<file path="src/rtl/dbf_fine_apod.sv">
// Beamformer per-channel fine delay (two-tap linear interpolation) and apodization.
// Define FINE_DELAY_EN to build the fraction LUT; otherwise every fraction is 0.
module dbf_fine_apod #(
  parameter int INPUT_WD    = 14,
  parameter int FRAC_WD     = 4,
  parameter int APO_WD      = 16,
  parameter int ADDR_WD     = 12,
  parameter int NUM_SAMPLES = 4096
) (
  input  logic                       clk,
  input  logic                       rst,
  input  logic                       start,
  input  logic signed [INPUT_WD-1:0] fd_din,
  input  logic                       fd_din_valid,
  input  logic signed [APO_WD-1:0]   apo_din,
  input  logic [ADDR_WD-1:0]         lut_addr,
  input  logic [FRAC_WD-1:0]         lut_din,
  input  logic                       lut_we,
  output logic signed [31:0]         dbf_dout,
  output logic                       dbf_dout_valid,
  output logic                       line_done
);

  localparam int FD_WD   = INPUT_WD + FRAC_WD;
  localparam int PROD_WD = FD_WD + APO_WD;
  localparam logic [ADDR_WD-1:0] LAST_IDX = ADDR_WD'(NUM_SAMPLES - 1);

  typedef enum logic [1:0] {IDLE, RUN, DONE} state_t;

  state_t                     r_state;
  logic                       r_start_d;
  logic [ADDR_WD-1:0]         r_sample_cnt;
  logic signed [INPUT_WD-1:0] r_x_cur;
  logic signed [INPUT_WD-1:0] r_x_prev;
  logic signed [APO_WD-1:0]   r_apo1;
  logic signed [APO_WD-1:0]   r_apo2;
  logic signed [FD_WD-1:0]    r_fd;
  logic                       r_v1;
  logic                       r_v2;
  logic                       r_last1;
  logic                       r_last2;
  logic signed [31:0]         r_dout;
  logic                       r_dout_valid;
  logic                       r_line_done;

  logic                       w_accept;
  logic                       w_rise;
  logic [FRAC_WD-1:0]         w_frac;
  logic [FD_WD-1:0]           w_wcur;
  logic [FD_WD-1:0]           w_wprev;
  logic signed [FD_WD-1:0]    w_xc_ext;
  logic signed [FD_WD-1:0]    w_xp_ext;
  logic signed [FD_WD-1:0]    w_fd;
  logic signed [PROD_WD-1:0]  w_fd_ext;
  logic signed [PROD_WD-1:0]  w_apo_ext;
  logic signed [PROD_WD-1:0]  w_prod;

  // start must still be high for a sample to count, so an abort beats the last valid.
  assign w_accept = (r_state == RUN) && start && fd_din_valid;
  assign w_rise   = start && !r_start_d;

`ifdef FINE_DELAY_EN
  logic [FRAC_WD-1:0] r_lut [0:(2**ADDR_WD)-1];
  logic [FRAC_WD-1:0] r_frac;

  // Writes and reads never overlap: writes only outside RUN, reads only on accept.
  always_ff @(posedge clk) begin
    if (lut_we && (r_state != RUN))
      r_lut[lut_addr] <= lut_din;
    if (w_accept)
      r_frac <= r_lut[r_sample_cnt];
  end

  assign w_frac = r_frac;
`else
  logic w_lut_unused;
  assign w_lut_unused = ^{lut_addr, lut_din, lut_we};
  assign w_frac       = '0;
`endif

  assign w_wprev  = FD_WD'(w_frac);
  assign w_wcur   = FD_WD'(2**FRAC_WD) - w_wprev;
  assign w_xc_ext = {{FRAC_WD{r_x_cur[INPUT_WD-1]}}, r_x_cur};
  assign w_xp_ext = {{FRAC_WD{r_x_prev[INPUT_WD-1]}}, r_x_prev};
  assign w_fd     = w_xc_ext * $signed(w_wcur) + w_xp_ext * $signed(w_wprev);

  assign w_fd_ext  = {{APO_WD{r_fd[FD_WD-1]}}, r_fd};
  assign w_apo_ext = {{FD_WD{r_apo2[APO_WD-1]}}, r_apo2};
  assign w_prod    = w_fd_ext * w_apo_ext;

  always_ff @(posedge clk or posedge rst) begin
    if (rst) begin
      r_state      <= IDLE;
      r_start_d    <= 1'b0;
      r_sample_cnt <= '0;
      r_x_cur      <= '0;
      r_x_prev     <= '0;
      r_apo1       <= '0;
      r_apo2       <= '0;
      r_fd         <= '0;
      r_v1         <= 1'b0;
      r_v2         <= 1'b0;
      r_last1      <= 1'b0;
      r_last2      <= 1'b0;
      r_dout       <= '0;
      r_dout_valid <= 1'b0;
      r_line_done  <= 1'b0;
    end else begin
      r_start_d    <= start;
      r_v1         <= w_accept;
      r_last1      <= w_accept && (r_sample_cnt == LAST_IDX);
      r_v2         <= r_v1;
      r_last2      <= r_last1;
      r_fd         <= w_fd;
      r_apo2       <= r_apo1;
      r_dout_valid <= r_v2;
      r_line_done  <= r_last2;
      r_dout       <= r_v2 ? 32'(w_prod >>> (PROD_WD - 32)) : '0;
      if (w_accept) begin
        r_x_cur      <= fd_din;
        r_x_prev     <= r_x_cur;
        r_apo1       <= apo_din;
        r_sample_cnt <= r_sample_cnt + ADDR_WD'(1);
      end
      case (r_state)
        IDLE: begin
          if (w_rise) begin
            r_state      <= RUN;
            r_sample_cnt <= '0;
            r_x_cur      <= '0;
            r_x_prev     <= '0;
          end
        end
        RUN: begin
          if (!start) begin
            // Abort: drop everything in flight so no partial line reaches the summer.
            r_state      <= IDLE;
            r_v1         <= 1'b0;
            r_v2         <= 1'b0;
            r_last1      <= 1'b0;
            r_last2      <= 1'b0;
            r_dout_valid <= 1'b0;
            r_line_done  <= 1'b0;
            r_dout       <= '0;
          end else if (fd_din_valid && (r_sample_cnt == LAST_IDX)) begin
            r_state <= DONE;
          end
        end
        DONE: begin
          if (!start)
            r_state <= IDLE;
        end
        default: r_state <= IDLE;
      endcase
    end
  end

  assign dbf_dout       = r_dout;
  assign dbf_dout_valid = r_dout_valid;
  assign line_done      = r_line_done;

endmodule
</file>
<file path="config.mk">
export PLATFORM = sky130hd
export DESIGN_NAME = dbf_fine_apod
export DESIGN_NICKNAME = d
export VERILOG_FILES = /design/src/rtl/dbf_fine_apod.sv
export SDC_FILE = /design/constraint.sdc
export NUM_CORES = 1
export LEC_CHECK = 0
export ABC_AREA = 1
export CAP_MARGIN = 20
export CELL_PAD_IN_SITES_DETAIL_PLACEMENT = 1
export CELL_PAD_IN_SITES_GLOBAL_PLACEMENT = 1
export CORE_MARGIN = 2
export CORE_UTILIZATION = 33
export DETAILED_ROUTE_END_ITERATION = 16
export PLACE_DENSITY = 0.63
export SYNTH_ARGS = -nofsm -noshare
export SYNTH_HDL_FRONTEND = slang
export SYNTH_SLANG_ARGS = --single-unit
export TNS_END_PERCENT = 100
</file>
<file path="constraint.sdc">
create_clock -name clk -period 10.3 [get_ports clk]
set_clock_uncertainty 0.2 [all_clocks]
set_input_delay 1.03 -clock clk [delete_from_list [all_inputs] [get_ports clk]]
set_output_delay 1.03 -clock clk [all_outputs]
set_load 0.05 [all_outputs]
</file>
==> run metrics <==
outcome=finished clean; actual slew at the worst max-slew pin=approximately 900 ps; clock transition at the registers of the reported paths=90 ps; unrepaired setup endpoints after global routing=false; cts repair resizes=0; hold path startpoint=r_apo1[7]$_DFFE_PP0P_; total number of vias=9,625; die area=40,700 um^2; met3 track demand over resource=0.01814; worst-skew pair later-pin latency=380 ps; Post-synth ARST share=1.000; Yosys warning total=0; DR iter-0 viols=339; initial antenna violation count=0; DRC Markers=0; Tcrit/Tclk final=0.6532; Slew headroom=0.3817; CTS max path bufs=2; grt met2 use=0.3303; FMAX=148.6 MHz; first-pass GRT wire length=57.06 mm; Synth Instances=~1,600; worst path required time=10,380 ps; max cap viols=0; Unique masters post-synth=42; Die Y-Extent=~200 um; reg2reg setup slack=3570 ps; pins over their slew limit=0; CP Capture Type=flop; R2R cell count=20; Avg Cell Area, Syn=8.162 um^2; Layout area overhead=10.86%; vias per cell=4.523; width of the chip=201.8 um; area of the core=38,650 um^2; fin nets=1,947; gr usage total=0.1776; share of cells above drive strength 1=0.02422; Final Hold Violating Endpoints=0; setup bufs post-CTS=0; worst hold path type=reg2reg; Main synth FF type=dfrtp_1; final wirelength=32.89 mm; clock sink count=111; Wirelength per Cell=15.46 um; final setup TNS=0 ps; gpl congestion=0.8045; most frequent cells in the layout=436 x inv_1, 390 x nand2_1, 219 x fa_1, 115 x nor2_1, 111 x dfrtp_1; grt met1 use=0.2226; Multi-input gate area=8264 um^2; largest net degree at the start of global routing=76; FF/Latch Area=2778 um^2; Site Rows=around 70; Yosys reg bits=111; IO Port Bufs=65; antenna viol nets, final=0; diode count=0; Period minus WS final=between 6000 and 7000 ps; FF-to-FF Start=r_fd[6]$_DFF_PP0_; DPL Wire Length=26.21 mm; # setup viols final=0; crit start category=flop; commonest non-fill, non-tap cell in the layout=inv_1; io pins=85; Worst Path Arrival=6810 ps; Max FO, Critical Path=16; TritonCTS clock tree=built; Seq/Total Area, Yosys=0.2152; gr ovfl total=0; Inserted Clock Buffers=9; initial core utilization=0.3339; cell area after synthesis=roughly 13,000 um^2; root buffer cell=clkbuf_16; number of global-route vias before repair=11,120; FF-to-FF End=dbf_dout[31]$_DFF_PP0_; GR peak layer=met2; Worst Hold End=r_apo2[7]$_DFF_PP0_; Hold Path Depth=0; # hold bufs at CTS=0; number of enable flip-flop cells after synthesis=0; H-tree depth=3; fillers=4,662; drt first pass iters=4; WS Path Type=reg2reg
-- flip-flops by register name, indices dropped and copies added (netlist names) --
signal	count
r_state	2
r_v1	1
r_apo1	16
r_last1	1
r_sample_cnt	12
r_start_d	1
r_fd	14
r_v2	1
line_done	1
r_last2	1
dbf_dout_valid	1
dbf_dout	30
r_x_cur	14
r_apo2	16
-- logic make-up (layout without fill, tap and decap cells) --
| family | Yosys count | count (layout) | share of synthesized area |
|---|---|---|---|
| AND/OR/NAND/NOR | 573 | 573 | 0.1804 |
| buffers and inverters | 494 | 522 | 0.1447 |
| adder cells (fa/ha/maj) | 291 | 291 | 0.4095 |
| flip-flops | 111 | 111 | 0.2152 |
| AO/OA/AOI/OAI | 100 | 100 | 0.04237 |
| XOR/XNOR | 11 | 11 | 0.007466 |
| other | 1 | 2 | 0.0002906 |
-- how the worst max path moves through the flow --
stage | startpoint | end | slack (ps) | cells after the start
2_1_floorplan | r_fd[7]$_DFF_PP0_ | dbf_dout[31]$_DFF_PP0_ | 4650 | 22
3_3_place_gp | r_fd[6]$_DFF_PP0_ | dbf_dout[31]$_DFF_PP0_ | 3750 | 20
3_5_place_dp | r_fd[6]$_DFF_PP0_ | dbf_dout[31]$_DFF_PP0_ | 3570 | 20
4_1_cts | r_fd[6]$_DFF_PP0_ | dbf_dout[31]$_DFF_PP0_ | 3560 | 20
5_1_grt | r_fd[6]$_DFF_PP0_ | dbf_dout[31]$_DFF_PP0_ | 3250 | 20
6_report | r_fd[6]$_DFF_PP0_ | dbf_dout[31]$_DFF_PP0_ | 3570 | 20
-- worst max-delay path, cell delays in order (launching register included) --
cell	delay (ps)
dfrtp_1	870
nand2_1	310
fa_1	590
fa_1	790
inv_1	190
fa_1	500
fa_1	500
fa_1	490
inv_1	50
fa_1	500
inv_1	40
ha_1	370
a21oi_1	230
and2_1	180
nand2_1	130
nand2_1	100
nand2_1	60
nor2_1	270
nand3_1	130
nand2_1	80
nor2_1	50
-- Yosys cell counts, types with 3 or more instances --
cell | number | share of area
inv_1 | 437 | 0.13
nand2_2 | 3 | 0.0015
nor2_1 | 115 | 0.033
a21oi_1 | 42 | 0.016
xor2_1 | 8 | 0.0054
o21ai_0 | 40 | 0.016
o21a_1 | 4 | 0.0023
o21bai_1 | 5 | 0.0029
clkbuf_1 | 48 | 0.014
or2_2 | 5 | 0.0024
nand3_1 | 23 | 0.0089
fa_1 | 219 | 0.34
nand4_1 | 8 | 0.0039
dfrtp_1 | 111 | 0.22
nand2_1 | 390 | 0.11
ha_1 | 72 | 0.070
buf_2 | 3 | 0.0012
xnor2_1 | 3 | 0.0020
nor3_1 | 11 | 0.0043
nand3b_1 | 4 | 0.0023
o21ai_1 | 3 | 0.0012
-- final cells by class --
class / count / share of cell area
timing repair buffer: 67 / 0.04653
inverter: 439 / 0.1154
clock buffer: 10 / 0.01600
multi-input combinational: 977 / 0.5777
sequential: 111 / 0.1942
tap: 518 / 0.04530
clock inverter: 6 / 0.004898
-- metrics by stage --
stage / std cells / setup slack (ps) / hold WS (ps) / util / instance area [um^2]
2_1_floorplan: 1582 / 4645 / 148.8 / - / 12910
6_report: 2128 / 3572 / 170.7 / 0.3702 / 14310
3_5_place_dp: 2112 / 3572 / 156.7 / 0.3624 / 14010
4_1_cts: 2128 / 3555 / 170.3 / 0.3702 / 14310
3_3_place_gp: 2112 / 3750 / 152.2 / 0.3624 / 14010
5_1_grt: 2128 / 3246 / 186.5 / 0.3702 / 14310
-- layer usage --
| layer | vias up | wire (um) |
|---|---|---|
| met2 | 90 | 17440 |
| met4 | 0 | 361 |
| met1 | 4961 | 14430 |
| met3 | 21 | 657 |
| li1 | 4553 | - |
| met5 | - | 0 |
Power is not shown: default switching activity piles up to over one toggle a cycle in this logic, so the estimate is an artifact.
==> patch: new RTL, same settings <==
`r_fd` no longer has a reset.
--- a/src/rtl/dbf_fine_apod.sv
+++ b/src/rtl/dbf_fine_apod.sv
@@ -99,3 +99,2 @@
       r_apo2       <= '0;
-      r_fd         <= '0;
       r_v1         <= 1'b0;
@@ -113,3 +112,2 @@
       r_last2      <= r_last1;
-      r_fd         <= w_fd;
       r_apo2       <= r_apo1;
@@ -157,2 +155,6 @@
 
+  always_ff @(posedge clk) begin
+    r_fd <= w_fd;
+  end
+
   assign dbf_dout       = r_dout;
Behaviour: same outputs for any inputs over 4 cycles, from zero or initial values and one cycle with rst high; that may be too few to reach the edited logic, so the function may still have changed.
==> patch against the original RTL <==
Sequential share of layout area is 0.44 points lower; setup slack better by 0.20 ns; maximum frequency is 3.1% higher; wire length is 0.57% higher; synthesized cell count stayed put; synthesized area is 0.54% lower; highest routed layer unchanged; sequential cell count stayed put; die area is 0.53% lower; design area is 0.24% lower; critical path depth is 2 higher; critical endpoint unchanged.
Power is not shown: default switching activity piles up to over one toggle a cycle in this logic, so the estimate is an artifact.
==> patch: results (changes against the original RTL) <==
[logic_synthesis]
synth_xor_area_share_pct=0.751  ; +0.0041 points
synth_commonest_cells=sky130_fd_sc_hd__inv_1, sky130_fd_sc_hd__nand2_1, sky130_fd_sc_hd__fa_1
yosysSeqAreaShare_pct=21.1  ; -0.43 points
ys_async_sr_fraction_pct=87.4  ; -13 points
synth_area_leaders=sky130_fd_sc_hd__fa_1, sky130_fd_sc_hd__dfrtp_1, sky130_fd_sc_hd__inv_1, sky130_fd_sc_hd__nand2_1, sky130_fd_sc_hd__ha_1
synth_adder_area_share_pct=41.2  ; +0.22 points
synth-compound-area-share_pct=4.26  ; +0.023 points
synth-main-ff-cell=sky130_fd_sc_hd__dfrtp_1
yosysUniqueCellTypes=43  ; +2.4%

[global_route]
largest_net_degree_at_the_start_of_global_routing=68  ; -11%
grt_pass1_vias=11042  ; -0.70%
tot_gr_track_use_pct=17.9  ; +0.13 points
grt_pass1_wl_microns=56800  ; -0.48%

[detailed_routing]
detailedRoute.firstIterationViolations=389  ; +15%
post_drt_wl_per_cell_microns=15.5  ; +0.43%
post_drt_via_cell_ratio=4.50  ; -0.40%
vias=9600  ; -0.26%
drt_pre_antenna_iters=5  ; +1

[layout]
final_layout_size_suffix_gt1_share_pct=2.67  ; +0.24 points
final_nets=1950  ; +0.15%
ant_diodes=0  ; unchanged

[placement]
place_inst=2115  ; +0.14%
routabilityCongestion=0.815  ; +1.3%
post-place-ws_ns=3.78  ; +0.206 ns
place_hpwl_microns=26500  ; +1.2%

[setup_path]
reg2regPathDepth=22  ; +10%
arrival_ns=6.61  ; -0.20 ns
crit_path_top_delay_cell=sky130_fd_sc_hd__dfxtp_1
cpPeakStageDelay_ns=0.85  ; -0.02 ns

[clocking]
worst_skew_pair_latency_ns=0.40  ; +0.02 ns

[run_status]
outcome=completed

[sta]
max_slew.worst_pin.slew_ns=0.886  ; -0.0414 ns

patch: path summary, 6_finish.rpt:
kind | endpoint | slack (ns) | start
max | dbf_dout[31] | 3.77 | r_fd[4]
min | r_apo2[2] | 0.17 | r_apo1[2]
max reg2reg | dbf_dout[31] | 3.77 | r_fd[4]
min reg2reg | r_apo2[2] | 0.17 | r_apo1[2]
max in group asynchronous | r_apo1[8] | 7.89 | rst
min in group asynchronous | dbf_dout[20] | 0.77 | rst
patch: cells by family (layout without fill, tap and decap cells):
family / after synthesis / count (layout)
compound gates: 100 / 100
xor+xnor: 11 / 11
fa+ha+maj: 291 / 291
buf+inv: 494 / 525
flops: 111 / 111
other cells: 1 / 2
simple gates: 573 / 573
patch: area by class of cell:
class,count,area [sq um]
fillers,4748,24300
multi-input cells,977,8260
flip-flops and latches,111,2710
inverters,439,1650
repair buffers,70,688
well taps,518,648
clock buffers,9,225
clock inverters,7,87.6
patch: worst reg2reg max path: stages, from the launching register on:
cell and delay, ns:
sky130_fd_sc_hd__dfxtp_1 0.85, sky130_fd_sc_hd__nand2_1 0.13, sky130_fd_sc_hd__inv_1 0.11, sky130_fd_sc_hd__ha_1 0.30
sky130_fd_sc_hd__inv_1 0.11, sky130_fd_sc_hd__fa_1 0.82, sky130_fd_sc_hd__inv_1 0.19, sky130_fd_sc_hd__fa_1 0.49
sky130_fd_sc_hd__fa_1 0.50, sky130_fd_sc_hd__fa_1 0.49, sky130_fd_sc_hd__inv_1 0.05, sky130_fd_sc_hd__fa_1 0.49
sky130_fd_sc_hd__inv_1 0.04, sky130_fd_sc_hd__ha_1 0.36, sky130_fd_sc_hd__a21oi_1 0.26, sky130_fd_sc_hd__and2_1 0.19
sky130_fd_sc_hd__nand2_1 0.13, sky130_fd_sc_hd__nand2_1 0.09, sky130_fd_sc_hd__nand2_1 0.05, sky130_fd_sc_hd__nor2_1 0.30
sky130_fd_sc_hd__nand3_1 0.13, sky130_fd_sc_hd__nand2_1 0.09, sky130_fd_sc_hd__nor2_1 0.05
patch: per-layer routing:
metal  track usage [%]  vias to the layer above  share of wire (%)
met5                 0                        -                  0
met4              4.96                        0                1.8
met3              1.78                       27                1.8
met2              33.3                       84                 53
met1              21.9                     4925                 44
li1                  -                     4564                  -
patch: per-stage QoR:
| stage | cell area, sq um | util [%] |
|---|---|---|
| 2_1_floorplan | 12800 | - |
| 3_3_place_gp | 14000 | 36.2 |
| 3_5_place_dp | 14000 | 36.2 |
| 4_1_cts | 14300 | 37.0 |
| 5_1_grt | 14300 | 37.0 |
| 6_report | 14300 | 37.0 |
